## src/rtl/xor_frame_acc_pkg.sv

```systemverilog
// Shared types and helpers for the XOR frame accumulator.
package xor_frame_acc_pkg;

  typedef enum logic [1:0] {
    IDLE = 2'd0,
    ACC  = 2'd1,
    HOLD = 2'd2
  } state_e;

  localparam int unsigned CNT_W_DEF = 8;

  // Saturation value of a CNT_W-bit beat counter.
  function automatic longint unsigned cnt_max(input int unsigned w);
    return (64'd1 << w) - 64'd1;
  endfunction

endpackage

```

## src/rtl/xor_frame_acc_core.sv

```systemverilog
// Accumulator registers: running column XOR, saturating beat count, overflow flag.
module xor_frame_acc_core
  import xor_frame_acc_pkg::*;
#(
  parameter int unsigned WIDTH = 4,
  parameter int unsigned CNT_W = CNT_W_DEF
) (
  input  logic             clk,
  input  logic             rst_n,
  input  logic             en,
  input  logic             clr,
  input  logic [WIDTH-1:0] data,
  output logic [WIDTH-1:0] col_upd_c,
  output logic [CNT_W-1:0] cnt_upd_c,
  output logic             ovf_upd_c
);

  localparam logic [CNT_W-1:0] CNT_MAX = CNT_W'(cnt_max(CNT_W));

  logic [WIDTH-1:0] col_acc;
  logic [CNT_W-1:0] cnt;
  logic             ovf_acc;

  // Values after absorbing the current beat; the top snapshots them on the last beat.
  assign col_upd_c = col_acc ^ data;
  assign cnt_upd_c = (cnt == CNT_MAX) ? cnt : cnt + CNT_W'(1);
  assign ovf_upd_c = ovf_acc | (cnt == CNT_MAX);

  always_ff @(posedge clk or negedge rst_n) begin
    if (!rst_n) begin
      col_acc <= '0;
      cnt     <= '0;
      ovf_acc <= 1'b0;
    end else if (clr) begin
      col_acc <= '0;
      cnt     <= '0;
      ovf_acc <= 1'b0;
    end else if (en) begin
      col_acc <= col_upd_c;
      cnt     <= cnt_upd_c;
      ovf_acc <= ovf_upd_c;
    end
  end

endmodule

```

## src/rtl/xor_frame_acc.sv

```systemverilog
// Frame-level XOR parity accumulator with valid/ready in and out.
// Optional parity check port set enabled by XOR_FRAME_ACC_CHECK_EN.
module xor_frame_acc
  import xor_frame_acc_pkg::*;
#(
  parameter int unsigned WIDTH = 4,
  parameter int unsigned CNT_W = CNT_W_DEF
) (
  input  logic             clk,
  input  logic             rst_n,
  input  logic             in_valid,
  output logic             in_ready,
  input  logic [WIDTH-1:0] in_data,
  input  logic             in_last,
  output logic             out_valid,
  input  logic             out_ready,
  output logic [WIDTH-1:0] out_col_par,
  output logic             out_frame_par,
  output logic [CNT_W-1:0] out_count,
  output logic             out_ovf
`ifdef XOR_FRAME_ACC_CHECK_EN
  ,
  input  logic             in_exp_par,
  output logic             out_err
`endif
);

  state_e           state_q;
  state_e           state_d;
  logic             accept;
  logic             close;
  logic [WIDTH-1:0] col_upd_c;
  logic [CNT_W-1:0] cnt_upd_c;
  logic             ovf_upd_c;

  // Ready is a pure state decode, independent of out_ready.
  assign in_ready = (state_q != HOLD);
  assign accept   = in_valid && in_ready;
  assign close    = accept && in_last;

  xor_frame_acc_core #(
    .WIDTH (WIDTH),
    .CNT_W (CNT_W)
  ) u_core (
    .clk       (clk),
    .rst_n     (rst_n),
    .en        (accept),
    .clr       (close),
    .data      (in_data),
    .col_upd_c (col_upd_c),
    .cnt_upd_c (cnt_upd_c),
    .ovf_upd_c (ovf_upd_c)
  );

  always_ff @(posedge clk or negedge rst_n) begin
    if (!rst_n) state_q <= IDLE;
    else        state_q <= state_d;
  end

  always_comb begin
    state_d = state_q;
    case (state_q)
      IDLE, ACC: if (accept) state_d = in_last ? HOLD : ACC;
      HOLD:      if (out_ready) state_d = IDLE;
      default:   state_d = IDLE;
    endcase
  end

  // Result registers load on the closing beat; data persists after the handshake.
  always_ff @(posedge clk or negedge rst_n) begin
    if (!rst_n) begin
      out_valid     <= 1'b0;
      out_col_par   <= '0;
      out_frame_par <= 1'b0;
      out_count     <= '0;
      out_ovf       <= 1'b0;
`ifdef XOR_FRAME_ACC_CHECK_EN
      out_err       <= 1'b0;
`endif
    end else if (close) begin
      out_valid     <= 1'b1;
      out_col_par   <= col_upd_c;
      out_frame_par <= ^col_upd_c;
      out_count     <= cnt_upd_c;
      out_ovf       <= ovf_upd_c;
`ifdef XOR_FRAME_ACC_CHECK_EN
      out_err       <= (^col_upd_c) ^ in_exp_par;
`endif
    end else if ((state_q == HOLD) && out_ready) begin
      out_valid <= 1'b0;
    end
  end

endmodule

```

## config.mk

```make
export PLATFORM = sky130hd
export DESIGN_NAME = xor_frame_acc
export DESIGN_NICKNAME = d
export VERILOG_FILES = /design/src/rtl/xor_frame_acc_pkg.sv /design/src/rtl/xor_frame_acc_core.sv /design/src/rtl/xor_frame_acc.sv
export SDC_FILE = /design/constraint.sdc
export NUM_CORES = 1
export LEC_CHECK = 0
export CAP_MARGIN = 20
export CORE_MARGIN = 10
export CORE_UTILIZATION = 52
export CTS_CLUSTER_DIAMETER = 120
export CTS_CLUSTER_SIZE = 20
export DETAILED_ROUTE_END_ITERATION = 12
export GPL_TIMING_DRIVEN = 0
export PLACE_DENSITY = 0.89
export SLEW_MARGIN = 10
export SYNTH_ARGS = -nofsm -noshare
export SYNTH_HDL_FRONTEND = slang
export SYNTH_SLANG_ARGS = --single-unit
```

## constraint.sdc

```tcl
create_clock -name clk -period 2.2 [get_ports clk]
set_clock_uncertainty 0.1 [all_clocks]
set_input_delay 0.22 -clock clk [delete_from_list [all_inputs] [get_ports clk]]
set_output_delay 0.22 -clock clk [all_outputs]
set_load 0.05 [all_outputs]
```

Word level (Yosys, flattened, before mapping)
Index checks and enable logic that the tools add are counted.
{"block": "op_classes", "n_addsub": 1, "multipliers": 0, "div_mod_pow": 0, "magnitude_cmp": 0, "eq_ne": 6, "shift": 0, "mux": 13, "bitwise": 2, "reduce_logical": 9}
{"op": "8-bit two-way mux", "count": 3}
{"op": "8-bit by 1-bit adder with 8-bit output, second input constant", "count": 1}
{"op": "8-bit == test, second input constant", "count": 1}
{"op": "4-bit two-way mux", "count": 2}
{"op": "2-bit two-way mux", "count": 3}
{"op": "2-bit != test, second input constant", "count": 3}
{"op": "1-bit two-way mux", "count": 4}
{"op": "2-bit one-hot mux with 2 select lines", "count": 1}
{"op": "2-bit nonzero test", "count": 2}
{"op": "4-bit parity", "count": 1}
{"op": "4-bit XOR", "count": 1}
{"op": "1-bit logical AND", "count": 3}
{"op": "2-bit by 1-bit == test with 1-bit output, second input constant", "count": 1}
{"op": "2-bit == test, second input constant", "count": 1}
{"op": "2-bit logical NOT", "count": 1}
{"op": "2-bit AND reduction", "count": 1}
{"op": "2-bit OR reduction", "count": 1}
{"op": "1-bit OR", "count": 1}
{"block": "totals", "ff_bits": 30, "latchBits": 0, "ramBits": 0, "romBits": 0, "in_bits": 9, "output_inout_bits": 16, "wordCells": 40, "memories": 0}

Depth between registers and ports, before layout
{"block": "depth", "depth_word": 4, "mapped_depth": 6, "ltp_nobuf": 5}

Modules after synthesis
Synthesis repeated with hierarchy kept, for this count alone.
{"block": "unflattened", "cells_unflattened": 140, "hier_area_um2": 1629.1}
{"module": "xor_frame_acc_core", "n_inst": 1, "cells_each": 94, "area_each_um2": 890.9, "seq_area_each_um2": 325.3}
{"module": "xor_frame_acc", "n_inst": 1, "cells_each": 46, "area_each_um2": 738.2, "seq_area_each_um2": 425.4}

Worst setup path after synthesis
Ideal clock, no wire load.
{"block": "synth_path", "kind": "register -> register", "from": "reg u_core.cnt[0]", "to": "reg u_core.cnt[1]", "setup_time_ns": 0.122, "t_arrival_ns": 1.403, "required_time_ns": 1.978, "setup_slack_ns": 0.575, "stages_incl_launch_ff": 7, "path_buffers": 1, "synth_period_minus_slack_ns": 1.625, "cell_sequence": "dfrtp_1 -> ha_1 -> and3_2 -> nand2b_1 -> buf_6 -> o21ai_0 -> a32o_1"}
{"block": "synth_between", "elab_chain_cells": 4, "elab_cells_between_ends": 5, "cone_classes": "add/sub (1); eq/ne (1); mux (3)"}
{"element": "start: declaration", "line_no": "xor_frame_acc_core.sv:21", "text": "logic [CNT_W-1:0] cnt;"}
{"element": "start signal: assignment", "line_no": "xor_frame_acc_core.sv:40", "text": "cnt <= cnt_upd_c;"}
{"element": "8-bit by 1-bit adder with 8-bit output / 8-bit == test (equally long branches)", "line_no": "xor_frame_acc_core.sv:26", "text": "assign cnt_upd_c = (cnt == CNT_MAX) ? cnt : cnt + CNT_W'(1);"}
{"element": "8-bit two-way mux (*)", "line_no": "xor_frame_acc_core.sv:26"}
{"element": "8-bit two-way mux (*)", "line_no": "xor_frame_acc_core.sv:38", "text": "end else if (en) begin"}
{"element": "8-bit two-way mux (*)", "line_no": "xor_frame_acc_core.sv:34", "text": "end else if (clr) begin"}
Mark *: on every way between the ends. The rest lies on a longest branch, timed or not. The select of a mux whose other input is x is not followed.
A chain may end at the register's enable or synchronous reset.

Worst setup path in the final report
{"block": "layout_path", "from": "reg state_q[1]", "to": "out in_ready"}
{"block": "layout_between", "elab_chain_cells": 1}
{"element": "start: declaration", "line_no": "xor_frame_acc.sv:28", "text": "state_e state_q;"}
{"element": "start signal: assignment", "line_no": "xor_frame_acc.sv:57", "text": "else state_q <= state_d;"}
{"element": "2-bit != test", "line_no": "xor_frame_acc.sv:37", "text": "assign in_ready = (state_q != HOLD);"}
{"element": "end: declaration", "line_no": "xor_frame_acc.sv:12", "text": "output logic in_ready,"}
Every way passes these cells.

==> results by group <==
Outcome
  • Status: finished clean

Worst setup path
  • Crit path DAT: roughly 1800 ps
  • CP endpoint kind: output port
  • WP buf/inv: 2
  • Largest stage delay, worst path: 820 ps
  • Crit Reg-Reg Startpoint: u_core.cnt[0]
  • Reg2reg end: u_core.cnt[6]
  • Crit path depth: 3
  • R2r setup slk: 310 ps
  • Worst-path maximum fanout: 6
  • Setup crit start kind: flip-flop
  • Slowest cell on crit path: clkdlybuf4s50_1
  • CP top delay family: buffers and inverters
  • Setup crit end: in_ready
  • Worst EP required: 1880 ps
  • Type of the worst setup path: reg -> out
  • FF-to-FF path depth: 5
  • Crit path cell chain: nand2b_1 > buf_2 > clkdlybuf4s50_1
  • Worst setup path start: state_q[1]

Clock network
  • H-tree Lvls: 2
  • Num Clock Sinks: 30
  • Clock Root Buffer: clkbuf_4
  • TritonCTS Buffers: 5
  • Reg clk slew, reported paths: roughly 90 ps
  • Clk_lat worst skew: 330 ps
  • TritonCTS clock tree: built
  • Max Buffers Root-to-Sink: 2

Yosys
  • Synth Register Bits: 30
  • Main flop type after synthesis: dfrtp_1
  • Syn nets: 158
  • Area leader, netlist: dfrtp_1
  • Yosys cell types: 39
  • Number of flops mapped to enable cells by yosys: 0
  • Register area share after synthesis: between 50% and 60%
  • Ranking of synthesized cells by area: dfrtp_1 50%, o21ai_0 5.3%, xnor2_1 4.1%
  • Asr flop ratio synth: 100%
  • Post-Syn Instances: between 100 and 150
  • Yosys warns: 0
  • Syn Area/Cell: 10.1 um2
  • Syn Std Cell Area: 1500 um2
  • Share of the synthesized area in the top cell type: approximately 50%

Place
  • Pre-CTS WS: 303 ps
  • Inst Count DP: 203
  • Placer Congestion: 0.874
  • Post-DP HPWL: between 2000 and 2500 um
  • PortBufs: 24

STA
  • Minimum clock period: 2090 ps
  • Hold slack final: 342 ps
  • Highest Clock Rate: 479 MHz
  • Slew @ Worst Pin: 644 ps
  • RSZ-0062 raised after global routing: no
  • Relative slew slack: between 50% and 60%
  • Setup TNS: 0 ps
  • Setup violations, final: 0
  • Worst setup margin: 111 ps
  • Final period utilization: 94.9%
  • Hold Fails Final Rpt: 0
  • Final slew viol count: 0

Final layout
  • Ant diodes: 0
  • NumNets Final: 190
  • Syn-to-layout area delta: 23.0%
  • Share of layout cells above drive strength 1: 12.2%
  • Layout Cells excl Fill: 212

Global route
  • Vias in the first global route: 1,212
  • GRT Total Usage: 12.4%
  • Initial antenna violation count: 0
  • Largest net degree at the start of global routing: 31
  • GR Overflow Total: 0
  • First-pass GRT wire length: 5360 um

Detailed routing
  • WL final: 3170 um
  • 1st-pass router iterations: 4
  • 1st-iter DRT viols: 57
  • Drt wl/cell: 15.0 um
  • Post-route DRC: 0
  • Vias per std cell: 5.59
  • Post-route ant nets: 0
  • Vias: ~1.2k

Power and ir drop
  • Pwr dens: 919 nW/um2
  • Max VDD drop: roughly 0.00086 V
  • Pleak: 0.826 nW

Die
  • Core Box Area: 2760 um2
  • Die area: 5430 um2
  • Rows: 19
  • Initial core utilization: approximately 54%
  • Die width: 73.7 um
  • # IOs: 25
  • Die Ht: between 70 and 80 um

Flow run
  • Maxcap violations: 0

Min path
  • HP Class: in -> async
flip-flops by register name, summed over array words and instances, names as in the netlist:
| register | cells |
|---|---|
| u_core.cnt | 8 |
| out_col_par | 4 |
| out_valid | 1 |
| state_q | 2 |
| out_count | 8 |
| u_core.ovf_acc | 1 |
| u_core.col_acc | 4 |
| out_ovf | 1 |
| out_frame_par | 1 |
power by group:
part	switching, mW	internal (mW)	total [mW]
sequential	0.0783	0.646	0.725
clock	0.183	0.155	0.337
combinational	0.393	0.238	0.631
metrics by stage:
step / cell area, um2 / power, mW / util (%)
6_report: 1840 / 1.69 / 66.8
3_5_place_dp: 1770 / 1.37 / 64.3
5_1_grt: 1840 / 1.78 / 66.8
4_1_cts: 1840 / 1.71 / 66.8
3_3_place_gp: 1780 / 1.35 / 64.5
2_1_floorplan: 1500 / 1.15 / -
how the worst min path moves through the flow:
| stage | slack [ps] | depth (start not counted) | startpoint | endpoint |
|---|---|---|---|---|
| 2_1_floorplan | -180 | 0 | rst_n | out_col_par[0] |
| 3_3_place_gp | 350 | 1 | state_q[1] | state_q[0] |
| 3_5_place_dp | 190 | 1 | rst_n | u_core.cnt[6] |
| 4_1_cts | 360 | 2 | rst_n | u_core.cnt[6] |
| 5_1_grt | 390 | 1 | state_q[1] | state_q[0] |
| 6_report | 340 | 2 | rst_n | out_count[7] |
kinds of logic after synthesis:
family / count (synthesis) / synth area share, %
mux: 5 / 3.59
compound gates: 44 / 18.9
simple gates: 48 / 17.5
flops: 30 / 50.1
fa+ha+maj: 1 / 0.835
buf+inv: 11 / 3.76
xor+xnor: 9 / 5.26
layout by cell type (no fill, tap or decap), drive strengths merged, types with 2 or more instances in the layout:
cell | synthesis | routed
buf | 5 | 6
a21o | 4 | 4
nand3 | 4 | 4
and2 | 2 | 2
clkdlybuf4s50 | 0 | 23
a31oi | 2 | 2
mux2 | 3 | 3
mux2i | 2 | 2
o21ai | 16 | 16
inv | 3 | 3
clkbuf | 3 | 10
a211oi | 2 | 2
nand2b | 2 | 2
nor2 | 11 | 11
xor2 | 2 | 2
o22a | 2 | 2
a22o | 2 | 2
xnor2 | 7 | 7
a21oi | 10 | 10
dfrtp | 30 | 30
nand2 | 15 | 15
nor2b | 7 | 7
synth_stat cells (2+ instances only):
library cell,n
dfrtp_1,30
o21ai_0,16
nand2_1,15
nor2_1,11
a21oi_1,10
nor2b_1,7
xnor2_1,7
a21o_1,4
buf_2,3
clkbuf_1,3
inv_1,3
mux2_2,3
nand3_1,3
a211oi_1,2
a22o_1,2
a31oi_1,2
mux2i_1,2
nand2b_1,2
o22a_1,2
xor2_1,2
worst register-to-register path: stages, from the launching register on:
cell and delay (ps):
dfrtp_1 490, ha_1 300, nand3_1 230, nor4b_1 470
o21a_1 170, nor2_1 40
routing by layer:
metal / global-route usage (%) / wire (um) / share of wire (%)
met2: 19.9 / 1600 / 50
met4: 7.25 / 53 / 1.7
met1: 14.3 / 1330 / 42
met3: 3.77 / 189 / 6.0
met5: 0 / 0 / 0
timing repair:
action,4_1_cts,5_1_grt
gates resized for setup,0,0
endpoints found under the hold margin,30,0
hold buffers,1,0
setup buffers,0,0
endpoints found under the setup margin,0,0
layout make-up:
type	count	area (um2)
fill	219	915
sequential	30	751
multi-input combinational	107	692
timing repair buffer	25	245
clock buffer	7	55.1
buffer	8	45.0
tap	31	38.8
inverter	3	11.3
clock inverter	1	5.00
No activity file was read; power rests on OpenSTA's default activity.
